--- src/rtl/cpu_defs.sv ---
// Shared CPU-wide constants: default word/opcode widths, the NOP encoding
// (also the IR reset value) and a constant-foldable clog2 helper.
package cpu_defs;

  localparam int WORD_W   = 8;
  localparam int OPCODE_W = 4;

  localparam logic [WORD_W-1:0] NOP = 8'h00;

  function automatic int clog2(input int value);
    int result;
    result = 0;
    while ((1 << result) < value) begin
      result++;
    end
    return result;
  endfunction

endpackage

--- src/rtl/prefetch_fifo.sv ---
// Circular prefetch queue between program memory and the IR.
// Occupancy is tracked by an explicit counter so full/empty never rely on pointer compare.
module prefetch_fifo
  import cpu_defs::*;
#(
  parameter  int WIDTH = WORD_W,
  parameter  int DEPTH = 4,
  localparam int PTR_W = clog2(DEPTH),
  localparam int CNT_W = clog2(DEPTH + 1)
) (
  input  logic             clk,
  input  logic             reset,
  input  logic             push,
  input  logic [WIDTH-1:0] push_data,
  input  logic             pop,
  input  logic             flush,
  output logic [WIDTH-1:0] head,
  output logic             full,
  output logic             empty,
  output logic [CNT_W-1:0] count
);

  logic [WIDTH-1:0] mem_q [DEPTH];
  logic [WIDTH-1:0] mem_d [DEPTH];
  logic [PTR_W-1:0] wr_ptr_q, wr_ptr_d;
  logic [PTR_W-1:0] rd_ptr_q, rd_ptr_d;
  logic [CNT_W-1:0] count_q, count_d;
  logic             push_fire;
  logic             pop_fire;

  assign full  = (count_q == CNT_W'(DEPTH));
  assign empty = (count_q == '0);
  assign count = count_q;
  assign head  = mem_q[rd_ptr_q];

  // Flush beats both handshakes; a full queue refuses pushes even when popping.
  assign push_fire = push && !full && !flush;
  assign pop_fire  = pop && !empty && !flush;

  always_comb begin
    wr_ptr_d = wr_ptr_q;
    rd_ptr_d = rd_ptr_q;
    count_d  = count_q;
    mem_d    = mem_q;
    if (flush) begin
      wr_ptr_d = '0;
      rd_ptr_d = '0;
      count_d  = '0;
    end else begin
      if (push_fire) begin
        mem_d[wr_ptr_q] = push_data;
        wr_ptr_d        = wr_ptr_q + PTR_W'(1);
      end
      if (pop_fire) begin
        rd_ptr_d = rd_ptr_q + PTR_W'(1);
      end
      case ({push_fire, pop_fire})
        2'b10:   count_d = count_q + CNT_W'(1);
        2'b01:   count_d = count_q - CNT_W'(1);
        default: count_d = count_q;
      endcase
    end
  end

  always_ff @(posedge clk or posedge reset) begin
    if (reset) begin
      wr_ptr_q <= '0;
      rd_ptr_q <= '0;
      count_q  <= '0;
    end else begin
      wr_ptr_q <= wr_ptr_d;
      rd_ptr_q <= rd_ptr_d;
      count_q  <= count_d;
    end
  end

  // Storage carries no reset; stale words are unreachable once count is cleared.
  always_ff @(posedge clk) begin
    mem_q <= mem_d;
  end

endmodule

--- src/rtl/ir_prefetch.sv ---
// Instruction register fed from a small prefetch queue; load pops the head into
// the IR, flush discards queued words, and the IR is split into opcode/operand.
module ir_prefetch
  import cpu_defs::*;
#(
  parameter  int WIDTH       = WORD_W,
  parameter  int DEPTH       = 4,
  parameter  int OPCODE_BITS = OPCODE_W,
  localparam int CNT_W       = clog2(DEPTH + 1)
) (
  input  logic                   clk,
  input  logic                   reset,
  input  logic                   fetch_valid,
  input  logic [WIDTH-1:0]       fetch_data,
  output logic                   fetch_ready,
  input  logic                   load,
  input  logic                   flush,
  output logic [WIDTH-1:0]       instr_out,
  output logic [OPCODE_BITS-1:0] opcode,
  output logic [WIDTH-OPCODE_BITS-1:0] operand,
  output logic                   ir_valid,
  output logic                   stall,
  output logic [CNT_W-1:0]       count,
  output logic                   full,
  output logic                   empty
);

  logic [WIDTH-1:0] head;
  logic [WIDTH-1:0] ir_q, ir_d;
  logic             ir_valid_q, ir_valid_d;

  prefetch_fifo #(
    .WIDTH (WIDTH),
    .DEPTH (DEPTH)
  ) u_fifo (
    .clk       (clk),
    .reset     (reset),
    .push      (fetch_valid),
    .push_data (fetch_data),
    .pop       (load),
    .flush     (flush),
    .head      (head),
    .full      (full),
    .empty     (empty),
    .count     (count)
  );

  assign fetch_ready = !full;
  assign stall       = load && empty && !flush;
  assign instr_out   = ir_q;
  assign ir_valid    = ir_valid_q;
  assign opcode      = ir_q[WIDTH-1 -: OPCODE_BITS];
  assign operand     = ir_q[WIDTH-OPCODE_BITS-1:0];

  // Popped word lands in the IR; a stalled load keeps the old word but marks it stale.
  always_comb begin
    ir_d       = ir_q;
    ir_valid_d = ir_valid_q;
    if (flush) begin
      ir_valid_d = 1'b0;
    end else if (load) begin
      if (!empty) begin
        ir_d       = head;
        ir_valid_d = 1'b1;
      end else begin
        ir_valid_d = 1'b0;
      end
    end
  end

  always_ff @(posedge clk or posedge reset) begin
    if (reset) begin
      ir_q       <= WIDTH'(NOP);
      ir_valid_q <= 1'b0;
    end else begin
      ir_q       <= ir_d;
      ir_valid_q <= ir_valid_d;
    end
  end

endmodule

--- config.mk ---
export PLATFORM = sky130hd
export DESIGN_NAME = ir_prefetch
export DESIGN_NICKNAME = d
export VERILOG_FILES = /design/src/rtl/cpu_defs.sv /design/src/rtl/prefetch_fifo.sv /design/src/rtl/ir_prefetch.sv
export SDC_FILE = /design/constraint.sdc
export NUM_CORES = 1
export LEC_CHECK = 0
export CELL_PAD_IN_SITES_DETAIL_PLACEMENT = 0
export CELL_PAD_IN_SITES_GLOBAL_PLACEMENT = 2
export CORE_MARGIN = 5
export CORE_UTILIZATION = 37
export CTS_CLUSTER_DIAMETER = 100
export DETAILED_ROUTE_END_ITERATION = 10
export PLACE_DENSITY = 0.75
export SYNTH_ARGS = -nofsm -noshare
export SYNTH_HDL_FRONTEND = slang
export SYNTH_HIERARCHICAL = 1
export SYNTH_SLANG_ARGS = --single-unit
--- constraint.sdc ---
create_clock -name clk -period 2.4 [get_ports clk]
set_input_delay 0.36 -clock clk [delete_from_list [all_inputs] [get_ports clk]]
set_output_delay 0.36 -clock clk [all_outputs]
set_load 0.005 [all_outputs]
Word-level counts from Yosys, hierarchy flattened
Index checks and enable logic that the tools add are counted.

cells by class
  add/subtract/negate cells = 4
  $lt $le $gt $ge = 3
  equality and inequality tests = 3
  mux-type cells = 15
  bitwise gates (word level) = 4
  reductions and logical operators = 17

operators with widths
  cell                   number
  $bwmux W32             1
  $mux W8                3
  $bmux W8 S2            1
  $demux W8 S2           1
  $mux W2                4
  $logic_and A1 B1 Y1    7
  $ge A3 B3 Y1 const B   2
  $not A2 Y3             2
  $pmux W3 S2            1
  $reduce_bool A2 Y1     3
  $add A2 B1 Y2 const B  2
  $add A3 B1 Y3 const B  1
  $eq A3 B3 Y1 const B   1
  $logic_not A1 Y1       3
  $logic_not A3 Y1       1
  $lt A3 B1 Y1 const B   1
  $mux W1                3
  $mux W3                1
  $reduce_and A3 Y1      1
  $reduce_bool A3 Y1     1
  $sub A3 B1 Y3 const B  1
  $eq A2 B1 Y1 const B   1
  $eq A2 B2 Y1 const B   1
  $not A1 Y1             2
  $reduce_and A2 Y1      1

storage, ports and cells
  bits in registers = 48
  logic and storage cells = 55

Logic depth before layout (Yosys ltp)
  depth after elaboration = 7
  depth in mapped cells = 8

Cells and area by module
The synthesis kept the hierarchy.

by module, submodules not included
  module         instances  cells an instance  area each (um^2)  sequential area each (um^2)
  prefetch_fifo  1          107                1742.9            1136.1
  ir_prefetch    1          31                 422.9             225.2

Least setup slack after synthesis
No wires, ideal clock.

  path type = register to register
  from = register u_fifo.count_q[0] (netlist: u_fifo/count[0])
  to = register u_fifo.count_q[1] (netlist: u_fifo/count[1])
  setup time = 94 ps
  arrival = 1776 ps
  data required time = 2306 ps
  path slack = 530 ps
  stages on the path, launching flop included = 7
  buffers on the path = 1
  clock period less this slack = 1870 ps
  cells stage by stage = dfrtp_1 -> buf_2 -> o31ai_2 -> nor3_1 -> fa_1 -> o2111ai_1 -> a211oi_1

on the way
  cells in the longest elaborated chain, start to end = 7

RTL lines
  what                                                 line                                      text
  start: declaration                                   prefetch_fifo.sv:27                       logic [CNT_W-1:0] count_q, count_d;
  start signal: assignment                             prefetch_fifo.sv:73                       count_q <= count_d;
  $eq A3 B3 Y1 or $logic_not A3 Y1 (tied branches)     prefetch_fifo.sv:31, prefetch_fifo.sv:32
  $logic_not A1 Y1 (on tied branches)                  prefetch_fifo.sv:37, prefetch_fifo.sv:38
  $logic_and A1 B1 Y1 (on tied branches) (2 in a row)  prefetch_fifo.sv:37, prefetch_fifo.sv:38
  $eq A2 B1 Y1 or $eq A2 B2 Y1 (tied branches)         prefetch_fifo.sv:57                       case ({push_fire, pop_fire})
  $pmux W3 S2                                          prefetch_fifo.sv:57
  $mux W3                                              prefetch_fifo.sv:45                       if (flush) begin

Parallel ways exist; a longest one is shown, timed or not.
A chain may end at the register's enable or synchronous reset.

Final worst setup path
  from = register u_fifo.count_q[0] (netlist: u_fifo/count[0])
  to = output port stall

on the way
  cells in the longest elaborated chain, start to end = 3

RTL lines
  what                              line                 text
  $logic_not A3 Y1                  prefetch_fifo.sv:32  assign empty = (count_q == '0);
  $logic_and A1 B1 Y1 (2 in a row)  ir_prefetch.sv:49    assign stall = load && empty && !flush;
  end: declaration                  ir_prefetch.sv:22    output logic stall,

No other way between the ends.

==> results.sh <==
export IMPL_route_detailed_wl_per_inst_um=14.9
export IMPL_grt_pass1_vias=1224
export IMPL_worstReg2RegStart="u_fifo/count[1]"
export IMPL_arrival_ns=1.76
export IMPL_post_cts_buffers=0
export IMPL_die_h_um=86.5
export IMPL_die_area_um2=7480
export IMPL_drive_above_1_share_pct=20.8
export IMPL_drt_iter0_markers=55
export IMPL_cp_required_ns=2.04
export IMPL_syn_area_um2=2170
export IMPL_worstSetupStartpoint="u_fifo/count[0]"
export IMPL_status="finished, final reports clean"
export IMPL_yosysTopAreaCell="edfxtp_1"
export IMPL_grt_pass1_wl_um=6050
export IMPL_netlist_area_leader_share_pct=44.4
export IMPL_ys_flop_type="edfxtp_1"
export IMPL_cts_sinks=48
export IMPL_grt_max_degree=15
export IMPL_rsz0062_at_grt="no"
export IMPL_worst_slack_ns=0.283
export IMPL_grt_total_usage_pct=10.7
export IMPL_crit_fanout=3
export IMPL_cts_buffer_depth=2
export IMPL_ys_seq_elements=48
export IMPL_synth_nets=156
export IMPL_async_reset_ff_share_pct=33.3
export IMPL_cts_tree="done"
export IMPL_fmax_mhz=472
export IMPL_drc=0
export IMPL_dp_final_hpwl_um=2790
export IMPL_slowest_delay_ns=0.50
export IMPL_crit_family="simple AND/OR/NAND/NOR gates"
export IMPL_slowest_stage="clkdlybuf4s50_1"
export IMPL_ys_seq_area_share_pct=62.9
export IMPL_skew_ns=0.00891
export IMPL_yosysWarningCount=6
export IMPL_viasPerCell=4.76
export IMPL_path_class="reg2out"
export IMPL_synth_distinct_cells=36
export IMPL_rows=27
export IMPL_antenna_cells=0
export IMPL_fin_crit_sh_pct=88.2
export IMPL_dieWidth_um=86.5
export IMPL_path_clk_slew_ns=0.08
export IMPL_hold_path_class="in2async"
export IMPL_period_needed_ns=2.12
export IMPL_synth_avg_cell_area_um2=15.7
export IMPL_rrSetupSlack_ns=0.47
export IMPL_htree_levels=2
export IMPL_p_per_area_nw_per_um2=783
export IMPL_worst_pin_slew_ns=0.582
export IMPL_yosys_top_cells_area="edfxtp_1 (44%), dfrtp_1 (18%), mux4_2 (8.3%), mux2_2 (4.2%), buf_4 (3.8%)"
export IMPL_dr_pass1_iters=4
export IMPL_final_nets=190
export IMPL_clock_latency_ns=0.29
export IMPL_start_util_pct=38.6
export IMPL_hold_violations=0
export IMPL_core_area_um2=5610
export IMPL_crit_buf_inv=1
export IMPL_slew_violations=0
export IMPL_io_buffers=36
export IMPL_cts_root_buf="clkbuf_8"
export IMPL_final_antenna_net_count=0
export IMPL_vias=1167
export IMPL_antenna_found_initial=0
export IMPL_ios=37
export IMPL_syn2layout_area_growth_pct=21.8
export IMPL_gr_total_overflow=0
export IMPL_setup_tns_final_ns=0
export IMPL_max_cap_violations=0
export IMPL_post_cts_resized=0
export IMPL_cts_buffers=5
export IMPL_setup_viol=0
export IMPL_totalWireLength_um=3660
export IMPL_pre_cts_ws_ns=0.218
export IMPL_endpoint_kind="primary output"
export IMPL_synth_cells=138
export IMPL_slew_headroom_pct=61.2
export IMPL_postCtsHoldBufs=0
export IMPL_start_kind="flip-flop"
export IMPL_gp_congestion=0.856
export IMPL_vdd_drop_max_mv=0.418
export IMPL_p_leak_nw=0.937
export IMPL_synth_edf_count=32
export IMPL_crit_chain="nor3_1 > and3b_2 > clkdlybuf4s50_1"
## synthesized netlist by cell type (3+ instances only)
cell / count
a21oi_1: 4
and2_1: 5
buf_4: 11
dfrtp_1: 16
edfxtp_1: 32
ha_1: 4
inv_1: 8
mux2_2: 8
mux4_2: 8
nor2_1: 4
nor3_1: 3
## registers in the layout (all words and copies together) (netlist names)
name             cells
u_fifo/count         3
u_fifo/rd_ptr_q      2
u_fifo/mem_q        32
ir_valid             1
instr_out            8
u_fifo/wr_ptr_q      2
## path summary, 6_finish.rpt
path / endpoint / cells past startpoint
max in group asynchronous: instr_out[7] / 2
worst min register to register: instr_out[3] / 1
worst max-delay path: stall / 3
worst min-delay path: u_fifo/rd_ptr_q[1] / 2
min in group clk: instr_out[3] / 1
worst max register to register: u_fifo/count[1] / 6
## worst register-to-register path: cells and delay by family (launching register included)
| kind | cells | cell delay, ns |
|---|---|---|
| compound gates | 3 | 0.63 |
| flops | 1 | 0.39 |
| buf+inv | 1 | 0.18 |
| simple gates | 1 | 0.11 |
| fa+ha+maj | 1 | 0.53 |
## layout by cell type (no fill, tap or decap), types with 2 or more instances in the layout
master,synthesis,layout
clkdlybuf4s50_1,0,36
edfxtp_1,32,32
dfrtp_1,16,16
mux2_2,8,8
inv_1,8,8
mux4_2,8,8
buf_4,11,7
clkbuf_8,0,5
and2_1,5,5
nor2_1,4,4
a21oi_1,4,4
ha_1,4,4
nor3_1,3,3
nor3b_4,2,2
a211oi_1,2,2
clkbuf_1,2,2
xor2_1,2,2
o21ai_0,2,2
nand3_1,2,2
o2111ai_1,2,2
nand2b_1,2,2
o22ai_1,2,2
## metal layers
metal / GRT usage, % / part of all wire, % / wire length, µm
met2: 16.8 / 50 / 1820
met3: 3.71 / 6.5 / 238
met5: 0 / 0 / 0
met4: 3.40 / 0.68 / 25
met1: 13.8 / 43 / 1570
## where the power goes
| part | total, mW | switching, mW | internal (mW) |
|---|---|---|---|
| Sequential | 1.05 | 0.0728 | 0.980 |
| Combinational | 0.573 | 0.180 | 0.393 |
| Clock | 0.439 | 0.235 | 0.204 |
## area by class of cell
| cell class | instances | area, µm² |
|---|---|---|
| Fill cell | 510 | 2970 |
| Multi-Input combinational cell | 65 | 659 |
| Inverter | 9 | 33.8 |
| Clock buffer | 7 | 76.3 |
| Timing Repair Buffer | 43 | 413 |
| Clock inverter | 1 | 5.00 |
| Sequential cell | 48 | 1360 |
| Tap cell | 72 | 90.1 |
## cells by family after synthesis
family	Yosys count	synth area share, %
muxes	17	13.0
AOI/OAI and AO/OA	16	5.26
and+or+nand+nor	24	7.74
adders and majority gates	5	3.24
DFF	48	62.9
xor gates and xnor gates	3	1.21
buffers and inverters	25	6.70
## stage by stage
step	std cells	area (µm²)	utilization [%]	hold WS (ns)	power, mW
floorplan	138	2170	-	0.163	1.37
global route	245	2640	47.1	0.375	2.19
global placement	237	2560	45.6	0.514	1.65
finish	245	2640	47.1	0.332	2.07
CTS	245	2640	47.1	0.339	2.10
detailed placement	237	2560	45.6	0.526	1.66
(Power assumes the default switching activity.)
